==> config.mk <==
export PLATFORM = sky130hd
export DESIGN_NAME = yc_noc_inject_arb_flat
export DESIGN_NICKNAME = d
export VERILOG_FILES = /design/src/rtl/yc_noc_inject_arb_if.sv /design/src/rtl/yc_noc_inject_arb.sv /design/src/flat_wrapper.sv
export SDC_FILE = /design/constraint.sdc
export NUM_CORES = 1
export LEC_CHECK = 0
export CAP_MARGIN = 40
export CORE_MARGIN = 2
export CORE_UTILIZATION = 38
export DETAILED_ROUTE_END_ITERATION = 10
export PLACE_DENSITY = 0.9
export SLEW_MARGIN = 40
export SYNTH_ARGS = -nofsm -noshare
export SYNTH_HDL_FRONTEND = slang
export SYNTH_SLANG_ARGS = --single-unit
==> constraint.sdc <==
create_clock -name clk -period 3.2 [get_ports clk]
set_input_delay 0.32 -clock clk [delete_from_list [all_inputs] [get_ports clk]]
set_output_delay 0.32 -clock clk [all_outputs]
set_load 0.005 [all_outputs]
==> src/rtl/yc_noc_inject_arb_if.sv <==
// Flit encoding shared by the NoC endpoint, plus the requester/mesh/response
// bundle used by the injection arbiter.
package yc_noc_defs;
  localparam int FLIT_W = 32;
  typedef logic [FLIT_W-1:0] flit_t;

  // Flit layout: opc[31:28] dst_x[27:26] dst_y[25:24] src_x[23:22] src_y[21:20] payload[19:0]
  localparam logic [3:0] OP_WRITE     = 4'h1;
  localparam logic [3:0] OP_READ_REQ  = 4'h2;
  localparam logic [3:0] OP_READ_RESP = 4'h3;
  localparam logic [3:0] OP_MSG       = 4'h4;

  function automatic logic [3:0] get_opc(flit_t f);
    return f[31:28];
  endfunction
  function automatic logic [1:0] get_dst_x(flit_t f);
    return f[27:26];
  endfunction
  function automatic logic [1:0] get_dst_y(flit_t f);
    return f[25:24];
  endfunction
  function automatic logic [1:0] get_src_x(flit_t f);
    return f[23:22];
  endfunction
  function automatic logic [1:0] get_src_y(flit_t f);
    return f[21:20];
  endfunction
endpackage

interface yc_noc_inject_arb_if #(parameter int N_REQ = 2);
  import yc_noc_defs::*;

  logic  [N_REQ-1:0] req_valid;
  flit_t [N_REQ-1:0] req_flit;
  logic  [N_REQ-1:0] req_ready;
  logic              noc_tx_valid;
  flit_t             noc_tx_flit;
  logic              noc_tx_ready;
  logic              noc_rx_valid;
  flit_t             noc_rx_flit;
  logic              noc_rx_ready;
  logic  [N_REQ-1:0] rsp_valid;
  flit_t             rsp_flit;
  logic  [N_REQ-1:0] rsp_ready;

  modport slave (
    input  req_valid, req_flit, noc_tx_ready, noc_rx_valid, noc_rx_flit, rsp_ready,
    output req_ready, noc_tx_valid, noc_tx_flit, noc_rx_ready, rsp_valid, rsp_flit
  );
  modport master (
    output req_valid, req_flit, noc_tx_ready, noc_rx_valid, noc_rx_flit, rsp_ready,
    input  req_ready, noc_tx_valid, noc_tx_flit, noc_rx_ready, rsp_valid, rsp_flit
  );
endinterface

==> src/rtl/yc_noc_inject_arb.sv <==
// Round-robin injection arbiter onto the mesh local port, with an ID FIFO that
// routes read responses back to their requester under a single-destination lock.
module yc_noc_inject_arb
  import yc_noc_defs::*;
#(
  parameter int N_REQ   = 2,
  parameter int MAX_OUT = 4,
  parameter int ID_W    = (N_REQ > 1) ? $clog2(N_REQ) : 1,
  localparam int CNT_W  = $clog2(MAX_OUT + 1)
) (
  input  logic                 clk,
  input  logic                 rst,
  yc_noc_inject_arb_if.slave   bus,
  output logic [CNT_W-1:0]     out_cnt,
  output logic                 err_unexpected
);
  localparam int PTR_W = (MAX_OUT > 1) ? $clog2(MAX_OUT) : 1;

  logic             tx_valid_q, tx_valid_d;
  flit_t            tx_flit_q, tx_flit_d;
  logic [CNT_W-1:0] out_cnt_q, out_cnt_d;
  logic [ID_W-1:0]  rr_ptr_q, rr_ptr_d;
  logic [3:0]       lock_dst_q, lock_dst_d;
  logic [PTR_W-1:0] wr_ptr_q, wr_ptr_d, rd_ptr_q, rd_ptr_d;
  logic             err_q, err_d;
  logic [ID_W-1:0]  id_mem [MAX_OUT];

  logic [N_REQ-1:0] is_read, eligible, req_ready, rsp_valid;
  logic             cnt_zero, slot_free, load_ok, accept, push, pop, drop;
  logic             grant_found, rsp_expected, rx_ready;
  logic [ID_W-1:0]  grant_id, head_id;
  logic [ID_W:0]    scan_sum;
  logic [ID_W-1:0]  scan_idx;
  flit_t            grant_flit;

  assign cnt_zero  = (out_cnt_q == '0);
  assign slot_free = (out_cnt_q < CNT_W'(MAX_OUT));

  for (genvar gi = 0; gi < N_REQ; gi++) begin : g_elig
    assign is_read[gi]  = (get_opc(bus.req_flit[gi]) == OP_READ_REQ);
    // A read may only join the outstanding set if it targets the locked node.
    assign eligible[gi] = bus.req_valid[gi] &&
                          (!is_read[gi] ||
                           (slot_free && (cnt_zero ||
                            {get_dst_x(bus.req_flit[gi]), get_dst_y(bus.req_flit[gi])} == lock_dst_q)));
    assign req_ready[gi] = accept && (grant_id == ID_W'(gi));
  end

  always_comb begin
    grant_found = 1'b0;
    grant_id    = '0;
    scan_sum    = '0;
    scan_idx    = '0;
    for (int k = 0; k < N_REQ; k++) begin
      scan_sum = {1'b0, rr_ptr_q} + (ID_W+1)'(k);
      scan_idx = (scan_sum >= (ID_W+1)'(N_REQ)) ? ID_W'(scan_sum - (ID_W+1)'(N_REQ))
                                                 : ID_W'(scan_sum);
      if (!grant_found && eligible[scan_idx]) begin
        grant_found = 1'b1;
        grant_id    = scan_idx;
      end
    end
  end

  assign grant_flit = bus.req_flit[grant_id];
  assign load_ok    = !tx_valid_q || bus.noc_tx_ready;
  assign accept     = grant_found && load_ok && !rst;
  assign push       = accept && is_read[grant_id];

  assign head_id      = id_mem[rd_ptr_q];
  assign rsp_expected = bus.noc_rx_valid &&
                        (get_opc(bus.noc_rx_flit) == OP_READ_RESP) && !cnt_zero &&
                        ({get_src_x(bus.noc_rx_flit), get_src_y(bus.noc_rx_flit)} == lock_dst_q);

  always_comb begin
    rsp_valid = '0;
    rx_ready  = 1'b0;
    if (!rst) begin
      if (rsp_expected) begin
        rsp_valid[head_id] = 1'b1;
        rx_ready           = bus.rsp_ready[head_id];
      end else begin
        rx_ready = 1'b1;
      end
    end
  end

  assign pop  = rsp_expected && bus.rsp_ready[head_id] && !rst;
  assign drop = bus.noc_rx_valid && !rsp_expected && !rst;

  always_comb begin
    tx_valid_d = tx_valid_q;
    tx_flit_d  = tx_flit_q;
    rr_ptr_d   = rr_ptr_q;
    lock_dst_d = lock_dst_q;
    wr_ptr_d   = wr_ptr_q;
    rd_ptr_d   = rd_ptr_q;
    out_cnt_d  = out_cnt_q;
    err_d      = drop;
    if (accept) begin
      tx_valid_d = 1'b1;
      tx_flit_d  = grant_flit;
      rr_ptr_d   = (grant_id == ID_W'(N_REQ - 1)) ? '0 : grant_id + 1'b1;
    end else if (bus.noc_tx_ready) begin
      tx_valid_d = 1'b0;
    end
    if (push) begin
      wr_ptr_d = (wr_ptr_q == PTR_W'(MAX_OUT - 1)) ? '0 : wr_ptr_q + 1'b1;
      if (cnt_zero) lock_dst_d = {get_dst_x(grant_flit), get_dst_y(grant_flit)};
    end
    if (pop) rd_ptr_d = (rd_ptr_q == PTR_W'(MAX_OUT - 1)) ? '0 : rd_ptr_q + 1'b1;
    case ({push, pop})
      2'b10:   out_cnt_d = out_cnt_q + 1'b1;
      2'b01:   out_cnt_d = out_cnt_q - 1'b1;
      default: out_cnt_d = out_cnt_q;
    endcase
  end

  always_ff @(posedge clk) begin
    if (rst) begin
      tx_valid_q <= 1'b0;
      tx_flit_q  <= '0;
      out_cnt_q  <= '0;
      rr_ptr_q   <= '0;
      lock_dst_q <= '0;
      wr_ptr_q   <= '0;
      rd_ptr_q   <= '0;
      err_q      <= 1'b0;
    end else begin
      tx_valid_q <= tx_valid_d;
      tx_flit_q  <= tx_flit_d;
      out_cnt_q  <= out_cnt_d;
      rr_ptr_q   <= rr_ptr_d;
      lock_dst_q <= lock_dst_d;
      wr_ptr_q   <= wr_ptr_d;
      rd_ptr_q   <= rd_ptr_d;
      err_q      <= err_d;
    end
  end

  always_ff @(posedge clk) begin
    if (push) id_mem[wr_ptr_q] <= grant_id;
  end

  assign bus.req_ready    = req_ready;
  assign bus.noc_tx_valid = tx_valid_q;
  assign bus.noc_tx_flit  = tx_flit_q;
  assign bus.noc_rx_ready = rx_ready;
  assign bus.rsp_valid    = rsp_valid;
  assign bus.rsp_flit     = bus.noc_rx_flit;
  assign out_cnt          = out_cnt_q;
  assign err_unexpected   = err_q;
endmodule

==> src/flat_wrapper.sv <==
// flat-port wrapper written by rule: the top's interface ports become plain ports
module yc_noc_inject_arb_flat import yc_noc_defs::*;
#(
  parameter int N_REQ   = 2,
  parameter int MAX_OUT = 4,
  parameter int ID_W    = (N_REQ > 1) ? $clog2(N_REQ) : 1,
  localparam int CNT_W  = $clog2(MAX_OUT + 1)
)
  (clk, rst, out_cnt, err_unexpected, bus_req_valid, bus_req_flit, bus_noc_tx_ready, bus_noc_rx_valid, bus_noc_rx_flit, bus_rsp_ready, bus_req_ready, bus_noc_tx_valid, bus_noc_tx_flit, bus_noc_rx_ready, bus_rsp_valid, bus_rsp_flit);
  yc_noc_inject_arb_if #(.N_REQ(N_REQ)) bus_i ();
  input  logic clk;
  input  logic rst;
  output logic [CNT_W-1:0] out_cnt;
  output logic err_unexpected;
  input wire logic [$bits(bus_i.req_valid)-1:0] bus_req_valid;
  input wire logic [$bits(bus_i.req_flit)-1:0] bus_req_flit;
  input wire logic [$bits(bus_i.noc_tx_ready)-1:0] bus_noc_tx_ready;
  input wire logic [$bits(bus_i.noc_rx_valid)-1:0] bus_noc_rx_valid;
  input wire logic [$bits(bus_i.noc_rx_flit)-1:0] bus_noc_rx_flit;
  input wire logic [$bits(bus_i.rsp_ready)-1:0] bus_rsp_ready;
  output wire logic [$bits(bus_i.req_ready)-1:0] bus_req_ready;
  output wire logic [$bits(bus_i.noc_tx_valid)-1:0] bus_noc_tx_valid;
  output wire logic [$bits(bus_i.noc_tx_flit)-1:0] bus_noc_tx_flit;
  output wire logic [$bits(bus_i.noc_rx_ready)-1:0] bus_noc_rx_ready;
  output wire logic [$bits(bus_i.rsp_valid)-1:0] bus_rsp_valid;
  output wire logic [$bits(bus_i.rsp_flit)-1:0] bus_rsp_flit;
  assign bus_i.req_valid = bus_req_valid;
  assign bus_i.req_flit = bus_req_flit;
  assign bus_i.noc_tx_ready = bus_noc_tx_ready;
  assign bus_i.noc_rx_valid = bus_noc_rx_valid;
  assign bus_i.noc_rx_flit = bus_noc_rx_flit;
  assign bus_i.rsp_ready = bus_rsp_ready;
  assign bus_req_ready = bus_i.req_ready;
  assign bus_noc_tx_valid = bus_i.noc_tx_valid;
  assign bus_noc_tx_flit = bus_i.noc_tx_flit;
  assign bus_noc_rx_ready = bus_i.noc_rx_ready;
  assign bus_rsp_valid = bus_i.rsp_valid;
  assign bus_rsp_flit = bus_i.rsp_flit;
  yc_noc_inject_arb #(.N_REQ(N_REQ), .MAX_OUT(MAX_OUT), .ID_W(ID_W)) u_core (.clk(clk), .rst(rst), .bus(bus_i), .out_cnt(out_cnt), .err_unexpected(err_unexpected));
endmodule
== Yosys cells after proc, flatten, opt, wreduce, memory -nomap -nowiden ==
Memories as Yosys holds them, arrays and structs flattened. A register that Yosys moved wholly into a read port is not among the register bits.
Index checks and enable logic that the tools add are counted.
Operators by class
  add/subtract/negate cells: 8
  $lt $le $gt $ge: 8
  equal/unequal tests: 10
  multiplexer cells: 32
  bitwise logic cells: 1
  reduce and logical (&&, ||, !) cells: 34
Operators with widths (count)
  $mux 32: 2
  $mux 1: 22
  $logic_and 1x1->1: 18
  $eq 4x2->1 const B: 3
  $eq 4x4->1: 3
  $mux 2: 6
  $lt 1x2->1 const B: 4
  $logic_not 1->1: 7
  $eq 2x2->1 const B: 3
  $pmux 3 s2: 1
  $logic_or 1x1->1: 5
  $add 2x1->2 const B: 2
  $reduce_bool 2->1: 2
  $add 3x1->3 const B: 1
  $logic_not 3->1: 1
  $lt 3x3->1 const B: 1
  $sub 3x1->3 const B: 1
  $add 1x1->2 const B: 1
  $eq 2x1->1 const B: 1
  $ge 1x2->1 const B: 1
  $ge 2x2->1 const B: 1
  $reduce_and 2->1: 1
  $sub 1x1->1 const B: 2
  $add 1x1->1 const B: 1
  other kinds (3): 3
Word-level totals
  register bits: 46
  bits in writable memories: 4
  input bits: 104
  output and inout bits: 74
  memories kept: 1
Memories
  u_core.id_mem: words 4, bits a word 1, read ports 1, clocked after Yosys merged registers in 1, wr ports 1, RTL line yc_noc_inject_arb.sv:26  | logic [ID_W-1:0] id_mem [MAX_OUT];

== Depth between registers and ports, before layout ==
  depth in word-level cells: 16
  mapped depth: 13
  mapped depth without buffers: 11

== Least setup slack after synthesis ==
No wires, ideal clock.
  kind: reg2reg
  start: reg u_core.out_cnt_q[2], in the netlist u_core.out_cnt[2]
  end: reg u_core.out_cnt_q[2], in the netlist u_core.out_cnt[2]
  arrival: 2724 ps
  slack: 406 ps
  stages on the path, launching flop included: 14
  clock period less this slack: 2794 ps
  path through: dfxtp_1 buf_6 or3_1 buf_2 a21oi_1 a21oi_1 and3_1 nor2_1 ha_1 inv_1 fa_1 xor2_1 or3_1 a21oi_1
Between the ends
  word-level cells in the longest chain between the ends: 16
  elaborated cells on any way between the ends: 36
  those cells by class: 2 x add/sub; 1 x order compare; 2 x eq/ne; 11 x mux; 20 x reduce/logical
Ends and longest elaborated chain
  start, declared: RTL line yc_noc_inject_arb.sv:21  | logic [CNT_W-1:0] out_cnt_q, out_cnt_d;
  start signal, assigned: RTL line yc_noc_inject_arb.sv:132  | out_cnt_q <= out_cnt_d;
  parallel branches: the longest is 16 deep, another holds $lt 3x3->1
Several ways; the timed one is not identified. The select of a mux whose other input is x is not followed.
A chain may end at the register's enable or synchronous reset.

== Worst setup path in the final report ==
Ends and elaborated chain as after synthesis.

==> out/metrics.cfg <==
[outcome]
outcome = complete, no violations

[timing]
finalCriticalPeriod_ns = 2.99
fin_crit_sh = 0.934
rsz0062_at_grt = false
worst_slew_pin_slew_ns = 0.684
slew_headroom = 0.544
setup_violations = 0
max_freq_mhz = 335
finalHoldViolations = 0
clock_skew_ns = 0.0133
holdWs_ns = 0.482
slew_viol_final = 0

[synth]
synth_nets = 445
async_reset_ff_frac = 0
synth_top_area_share = 0.316
synth_area_um2 = 3040
synth_top_family_by_area = simple AND/OR/NAND/NOR gates
synth_edf_count = 4
yosys.area.top_type = dfxtp_1
synth_compound_area_frac = 0.190
ys.flop_type = dfxtp_1
synth_simple_gate_area_share = 0.205
synthAdderAreaFrac = 0.0313
synth_most_common_cell = nand2_1
synth_cell_types = 44
synth_xor_area_frac = 0.0403
netlist_top_cells_area = dfxtp_1 32%, a311oi_2 13%, buf_4 9.6%, nand2_1 7.3%, nor2_1 4.6%
seq_area_frac_synth = 0.356
muxShareOfSynthArea = 0.0436
syn_avg_cell_area_um2 = 9.10
synth_common_cells = 59 x nand2_1, 48 x dfxtp_1, 39 x buf_4
yosys_warnings = 0
synth_seq_cells = 52
syn_inst = 334

[cts]
cts_resized = 0
htreeDepth = 2
clock_latency_ns = 0.30
clock_sinks = 52
cts.clk_slew.worst_paths_ns = 0.10
tritoncts = built
cts_setup_buffers = 0
cts_hold_buffers = 0
cts_made_buffers = 5
cts_root_buffer = clkbuf_8
clk_path_buf_depth = 2

[die]
die_area_um2 = 8730
initial_core_util = 0.393
core-area_um2 = 7730
rows = 32
die_w_um = 93.5
ios = 178
die-height_um = 93.5

[global_route]
overflow = 0
grt_pass1_vias = 2824
grt.total_usage = 0.191
grt_pass1_wl_um = 13400
antenna_found_initial = 0
grt_max_degree = 51

[cells_and_area]
antenna_cells = 0
drive_above_1_share = 0.125
multi_input_comb_area_um2 = 1550
nets = 542
regArea_um2 = 1080
fin_cells = 534
area_delta_synth_final_pct = 40.3
fill_cells = 669
fin_area_um2 = 4270
final_core_util = 0.552

[detailed_routing]
drc_errors = 0
drtIter0Drc = 84
wl_per_cell_um = 15.5
via_count = 2736
firstDrtPassIters = 4
drtAntennaViolNets = 0
routed_wl_um = 8270
viasPerCell = 5.12

[placement]
port_buffers = 129
hpwl_um = 6380
place_congestion = 0.815
placed_cells = 526
dpl_cell_area_um2 = 4170

[power_and_ir_drop]
finalPower_w = 0.00152
ir_drop_v = 0.000173
p_per_area_nw_per_um2 = 356
leakage_nw = 1.57

[worst_setup_path]
slowest_delay_ns = 0.54
cp_slowest_cell = or3_1
arrival_ns = 3.22
start_kind = register
crit_chain = or3_1 > a21oi_1 > a21oi_1 > and3_1 > nor2_2 > ha_1 > inv_1 > fa_1 > xor2_1 > or3_1 > a21oi_1
crit_path_end_kind = register
cp_common_cell = a21oi_1
critPathRequiredTime_ns = 3.43
critPathMaxFanout = 11
worstSetupPathType = register to register

[min_path]
hp-class = register to register

[flow_run]
maxCapViolations = 0

## cell type report
class                           count  area share
Clock buffer                        7      0.0202
Sequential cell                    52       0.253
Inverter                            7     0.00645
Tap cell                          102      0.0299
Clock inverter                      1     0.00147
Timing Repair Buffer              142       0.324
Multi-Input combinational cell    223       0.364
## placed cells by master (no fill, tap or decap), types with 5 or more instances in the layout
cell,count
clkdlybuf4s50_1,128
nand2_1,59
dfxtp_1,48
nor2_1,36
a311oi_2,26
buf_4,13
a21oi_1,12
xor2_1,11
mux2i_1,11
nor3_1,10
inv_1,6
nand2b_1,6
ha_1,6
clkbuf_8,6
nor2b_1,5
## stage by stage
| stage | setup TNS, ns | setup WS (ns) |
|---|---|---|
| final | 0 | 0.212 |
| after detailed placement | -0.0270 | -0.0270 |
| after floorplan | 0 | 0.406 |
| after global placement | -0.0400 | -0.0400 |
| after CTS | 0 | 0.133 |
| after global routing | 0 | 0.0622 |
## kinds of logic (layout without fill, tap and decap cells)
group,after synthesis,after routing
and+or+nand+nor,136,136
buffers and inverters,59,157
xor gates and xnor gates,14,14
DFF,52,52
adders and majority gates,7,7
muxes,12,12
AOI/OAI and AO/OA,54,54
## state kept, by name (all words and copies together) (netlist names), named ones only
signal                   cells
u_core.bus.noc_tx_flit      32
u_core.id_mem                4
u_core.lock_dst_q            4
u_core.out_cnt               3
u_core.rd_ptr_q              2
u_core.wr_ptr_q              2
u_core.bus.noc_tx_valid      1
u_core.err_unexpected        1
u_core.rr_ptr_q              1
## power by group
group | switching (W) | leakage [nW] | internal, W
Clock | 0.000215 | 0.0488 | 0.000177
Combinational | 0.000172 | 1.09 | 0.000236
Sequential | 0.0000235 | 0.431 | 0.000696
Total | 0.000410 | 1.57 | 0.00111
## worst paths after layout
kind / start / to / slack [ns] / cells after the start
worst min register to register: u_core.bus.noc_tx_flit[27] / u_core.bus.noc_tx_flit[27] / 0.48 / 2
worst min-delay path: u_core.bus.noc_tx_flit[27] / u_core.bus.noc_tx_flit[27] / 0.48 / 2
worst max register to register: u_core.out_cnt[2] / u_core.out_cnt[2] / 0.21 / 11
worst max-delay path: u_core.out_cnt[2] / u_core.out_cnt[2] / 0.21 / 11
## per-layer routing
layer	track usage	vias to the layer above	part of all wire
met2	0.353	105	0.52
li1	-	1322	-
met3	0.0371	21	0.079
met4	0.0527	0	0.011
met5	0	-	0
met1	0.222	1288	0.39
## worst max-delay path, delay by kind of cell, from the launching register on
kind                       cells  cell delay (ns)
AOI/OAI and AO/OA              3             0.43
and+or+nand+nor                4             1.23
adders and majority gates      2             0.59
DFF                            1             0.43
xor gates and xnor gates       1             0.16
buffers and inverters          1             0.06
Power figures use the tool's default switching activity.
==> variant 1, RTL diff (config.mk and constraints unchanged) <==
Register the output `out_cnt` once more, with the module's reset; this adds one clock of latency there. The other outputs are not delayed to match.
--- a/src/rtl/yc_noc_inject_arb.sv
+++ b/src/rtl/yc_noc_inject_arb.sv
@@ -149,5 +149,11 @@
   assign bus.rsp_valid    = rsp_valid;
   assign bus.rsp_flit     = bus.noc_rx_flit;
-  assign out_cnt          = out_cnt_q;
+  always_ff @(posedge clk) begin
+    if (rst) begin
+      out_cnt <= '0;
+    end else begin
+      out_cnt <= out_cnt_q;
+    end
+  end
   assign err_unexpected   = err_q;
 endmodule
Formal check against the unedited RTL: not equivalent (a bounded check fails within 4 cycles, from zero or initial values and one cycle with rst high).
==> variant 1 against the original RTL <==
Sequential cell count is 3 higher; wire length fell by 4.7%; clock power is 15% higher; sequential share of layout area is 1.7 points higher; via count down 0.77%; power increased by 4.2%; final cell count up 0.75%; worst setup slack worse by 28 ps; global-route usage shrank 0.67 points; design area fell by 1.2%; critical path depth down 4; area after synthesis is 3.1% lower.
==> variant 1: results (changes against the original RTL) <==
place:
  post_dp_cell_area_um2: 4109  # -1.5%
  place_worst_setup_slack_ps: -40.52  # -13.54 ps
  gpl.final_weighted_congestion: 0.8103  # -0.58%
  dpl.hpwl_um: 5987  # -6.2%
timing:
  final.setup_skew_ps: 16.30  # +2.968 ps
  worst_pin_slew_ps: 613.7  # -70.56 ps
  min_period_over_period_pct: 94.25  # +0.87 points
logic_synthesis:
  seq_area_frac_synth_pct: 38.74  # +3.2 points
  synth_area_leaders: "dfxtp_1 (35%), buf_4 (8.7%), a311oi_1 (8.6%), nand2_1 (7.6%), nor2_1 (5.1%)"
  synth.top_cells.by_count: "nand2_1 (60), dfxtp_1 (51), nor2_1 (40)"
  synth.lib_cells_used.distinct: 43  # -2.3%
  synth_fp_nets: 449  # +0.90%
layout:
  fillerInstances: 669  # unchanged
  fin_nets: 546  # +0.74%
  antenna-diode-count: 0  # unchanged
  largest_register_ff_count: 32  # unchanged
  drive_above_1_share_pct: 6.651  # -5.8 points
global_routing:
  grt_start_max_net_pins: 62  # +22%
  grt_util_all_layers_pct: 18.39  # -0.67 points
  antenna_found_initial: 0  # unchanged
  use_met2_pct: 32.66  # -2.6 points
  groute.layer.met3.usage_pct: 5.752  # +2.0 points
  grt_pass1_vias: 2668  # -5.5%
  gr-usage-met1_pct: 21.48  # -0.72 points
  first_pass_grt_wire_length_um: 12660  # -5.6%
routing:
  detail_route.vias_per_cell: 5.046  # -1.5%
  routed-wl-met2_um: 4022  # -6.1%
  drt-pass1-iter-count: 4  # unchanged
  drt-wirelength-per-cell_um: 14.66  # -5.4%
  route.met3.wl_um: 489  # -25%
  drt_iter0_markers: 104  # +24%
  met1Wirelength_um: 3306  # +1.9%
pwr:
  power.leakage_nw: 1.577  # +0.50%
  pwr-share-clk_pct: 28.5  # +2.7 points
  pg_seq_mw: 0.755  # +4.9%
  power.share.sequential_pct: 47.6  # +0.3 points
  vdd_drop_max_mv: 0.2117  # +22%
  netSwitchingPower_mw: 0.3930  # -4.3%
clocking:
  worst_setup_hold_path_clk_slew_ps: 100  # about the same
  ctsLongestPathBuffers: 2  # unchanged
  ctsRootBufferMaster: "clkbuf_8"
  cts_buffers: 5  # unchanged
setup_path:
  crit_path_max_fanout: 29  # +18
  worst-endpoint-arrival_ps: 2700  # -520 ps
  setup.reg_to_reg.worst_slack_ps: 280  # +70 ps
run_status:
  status: "finished clean"
hold_path:
  tightest_hold_check_type: "in -> reg"
[variant 1: area by class of cell]
type,count,area (µm²),area share (%)
clock inverter,1,30.03,0.7124
clock buffer,7,76.32,1.811
tap,102,127.6,3.028
inverter,7,31.28,0.7421
multi-input combinational,225,1433,33.99
sequential,55,1141,27.07
timing repair buffer,141,1376,32.65
[variant 1: critical path: stages (launching register included)]
cell and delay, ps:
dfxtp_1 390, or3_1 510, a21oi_1 170, a21o_1 150, or2_4 160, buf_4 310, and2_1 190, clkdlybuf4s50_1 520
[variant 1: stage by stage]
| stage | hold slack [ps] | std cells |
|---|---|---|
| after floorplan | 465.3 | 338 |
| after global placement | 466.0 | 530 |
| after detailed placement | 464.8 | 530 |
| after CTS | 298.3 | 538 |
| after global routing | 302.5 | 538 |
| final | 310.1 | 538 |
[variant 1: worst paths after layout]
check,cells after the start,from,endpoint
setup reg to reg,12,u_core.out_cnt_q[2]$_SDFFE_PP0P_,u_core.out_cnt_q[2]$_SDFFE_PP0P_
hold / removal,2,rst,u_core.err_unexpected$_SDFF_PP0_
hold reg to reg,2,u_core.bus.noc_tx_flit[27]$_SDFFE_PP0P_,u_core.bus.noc_tx_flit[27]$_SDFFE_PP0P_
setup / recovery,7,u_core.out_cnt_q[2]$_SDFFE_PP0P_,bus_req_ready[0]
[variant 1: kinds of logic (layout without fill, tap and decap cells)]
kind of cell / after synthesis / count (layout) / share of synthesized area (%)
and+or+nand+nor: 137 / 137 / 21.07
buffers and inverters: 58 / 156 / 12.87
DFF: 55 / 55 / 38.74
AOI/OAI and AO/OA: 53 / 53 / 14.66
xor gates and xnor gates: 14 / 14 / 4.163
muxes: 14 / 14 / 5.268
adders and majority gates: 7 / 7 / 3.229
==> variant 2, RTL diff (same settings) <==
Without the edit above. `MAX_OUT` is set to 4 in 2 places; all go to 8.
--- a/src/rtl/yc_noc_inject_arb.sv
+++ b/src/rtl/yc_noc_inject_arb.sv
@@ -5,5 +5,5 @@
 #(
   parameter int N_REQ   = 2,
-  parameter int MAX_OUT = 4,
+  parameter int MAX_OUT = 8,
   parameter int ID_W    = (N_REQ > 1) ? $clog2(N_REQ) : 1,
   localparam int CNT_W  = $clog2(MAX_OUT + 1)
--- a/src/flat_wrapper.sv
+++ b/src/flat_wrapper.sv
@@ -3,5 +3,5 @@
 #(
   parameter int N_REQ   = 2,
-  parameter int MAX_OUT = 4,
+  parameter int MAX_OUT = 8,
   parameter int ID_W    = (N_REQ > 1) ? $clog2(N_REQ) : 1,
   localparam int CNT_W  = $clog2(MAX_OUT + 1)
Interface: changed (resized out_cnt); port bits go from 178 to 179. No check against the original RTL was run, so the function may have changed too.
==> variant 2 against the original RTL <==
Hold slack worse by 1.6 ps; area after synthesis is 10% higher; worst setup slack worse by 38 ps; critical path type is now reg -> out; sequential cell count is 8 higher; via count is 3.4% higher; wire length hardly changed; power is 22% higher; design area is 12% higher.
==> variant 2: results (changes against the original RTL) <==
run_status:
  status: "finished clean"
global_routing:
  grt_util_all_layers_pct: 17.60  # -1.5 points
  grt_start_max_net_pins: 54  # +5.9%
  first_pass_grt_wire_length_um: 13790  # +2.8%
  groute.layer.met3.usage_pct: 6.228  # +2.5 points
  grt_pass1_vias: 3000  # +6.2%
  antenna_found_initial: 0  # unchanged
  use_met2_pct: 31.30  # -4.0 points
  gr-usage-met1_pct: 19.25  # -2.9 points
setup_path:
  crit_path_max_fanout: 14  # +3
  timing.reg2reg.worst_path_depth: 14  # +3
  crit_path_max_incr_delay_ps: 570  # +30 ps
  setup.reg_to_reg.worst_slack_ps: 200
  worst-endpoint-arrival_ps: 2710  # -510 ps
  critical_path_top_delay_cell: "or4_4"
clocking:
  ctsRootBufferMaster: "clkbuf_8"
  ctsLongestPathBuffers: 2  # unchanged
  cts_buffers: 9  # +4
  worst_setup_hold_path_clk_slew_ps: 70  # -30 ps
  clk_latency_ps: 320  # +20 ps
  htree_num_levels: 3  # +1
routing:
  drt-pass1-iter-count: 4  # unchanged
  drt_wl_total_um: 8274  # about the same
  drt_iter0_markers: 85  # +1.2%
  num_vias: 2830  # +3.4%
layout:
  largest_register_ff_count: 32  # unchanged
  antenna-diode-count: 0  # unchanged
  fillerInstances: 749  # +12%
  fin_nets: 556  # +2.6%
  drive_above_1_share_pct: 11.11  # -1.4 points
logic_synthesis:
  synth_fp_nets: 449  # +0.90%
  synth_area_leaders: "dfxtp_1 (31%), mux2i_1 (13%), buf_4 (7.9%), edfxtp_1 (7.2%), a211oi_1 (6.5%)"
  seq_area_frac_synth_pct: 38.28  # +2.7 points
  number_of_enable_type_register_cells_in_the_synthesized_netlist: 8  # +4
  synth.lib_cells_used.distinct: 46  # +4.5%
  synth.top_cells.by_count: "dfxtp_1 (52), mux2i_1 (43), nor2_1 (36)"
  synth-async-reset-ratio_pct: 0  # unchanged
  synth-warning-count: 0  # unchanged
place:
  dpl.hpwl_um: 6310  # -1.2%
  gpl.final_weighted_congestion: 0.8535  # +4.7%
  port-buffer-count: 130  # +0.78%
hold_path:
  worst_hold_path.num_cells: 2  # unchanged
  tightest_hold_check_type: "reg -> reg"
pwr:
  power.leakage_nw: 1.925  # +23%
  vdd_drop_max_mv: 0.1857  # +7.4%
timing:
  slew_headroom_pct: 63.42  # +9.0 points
  final.setup_skew_ps: 6.678  # -6.659 ps
-- variant 2: layer usage --
metal	routed length [µm]	part of all wire, %	up-vias
met5	0	0	-
met4	157	1.9	0
met3	596	7.2	21
met2	4252	51	104
met1	3268	39	1309
li1	-	-	1396
-- variant 2: path summary, 6_finish.rpt --
path	startpoint	end
max reg2reg	u_core.out_cnt[0]$_SDFFE_PP0P_	u_core.out_cnt[3]$_SDFFE_PP0P_
min	u_core.bus.noc_tx_flit[26]$_SDFFE_PP0P_	u_core.bus.noc_tx_flit[26]$_SDFFE_PP0P_
min reg2reg	u_core.bus.noc_tx_flit[26]$_SDFFE_PP0P_	u_core.bus.noc_tx_flit[26]$_SDFFE_PP0P_
max	u_core.out_cnt[0]$_SDFFE_PP0P_	bus_req_ready[1]
-- variant 2: logic make-up (layout without fill, tap and decap cells) --
logic type      Yosys count  after routing  share of synthesized area (%)
xor+xnor                 15             15                          3.925
simple gates             94             94                          16.00
mux                      48             48                          15.33
flops                    60             60                          38.28
compound gates           56             56                          12.52
fa+ha+maj                 7              7                          2.617
buf+inv                  58            170                          11.33
-- variant 2: final cells by class --
| type | count | area share, % |
|---|---|---|
| clock buffer | 10 | 2.681 |
| clock inverter | 6 | 1.156 |
| inverter | 6 | 0.5782 |
| multi-input combinational | 220 | 35.66 |
| sequential | 60 | 26.94 |
| tap | 108 | 2.838 |
| timing repair buffer | 148 | 30.14 |
-- variant 2: timing repair --
action,CTS,global route
buffers inserted,0,0
resized for setup,0,4
hold buffers,0,0
setup endpoints to repair,0,3
hold endpoints to repair,0,0
-- variant 2: power by group --
| part | leakage (nW) | internal [mW] | switching, mW |
|---|---|---|---|
| combinational | 1.33 | 0.242 | 0.150 |
| clock | 0.0911 | 0.352 | 0.285 |
| sequential | 0.500 | 0.805 | 0.0232 |
| total | 1.93 | 1.40 | 0.457 |
-- variant 2: critical path, delay by kind of cell (launching register included) --
family,cells,cell delay (ps)
buf+inv,3,760
flops,1,390
simple gates,3,830
compound gates,2,400
-- variant 2: metrics by stage --
step | worst slack, ps | TNS (ps) | hold WS, ps | area [µm²] | cells
floorplan | 73.16 | 0 | 463.8 | 3347 | 338
global placement | 41.24 | 0 | 462.4 | 4563 | 542
detailed placement | -69.12 | -137.2 | 475.3 | 4563 | 542
CTS | 52.89 | 0 | 486.7 | 4746 | 558
global route | 5.754 | 0 | 510.4 | 4761 | 558
finish | 173.6 | 0 | 480.1 | 4761 | 558
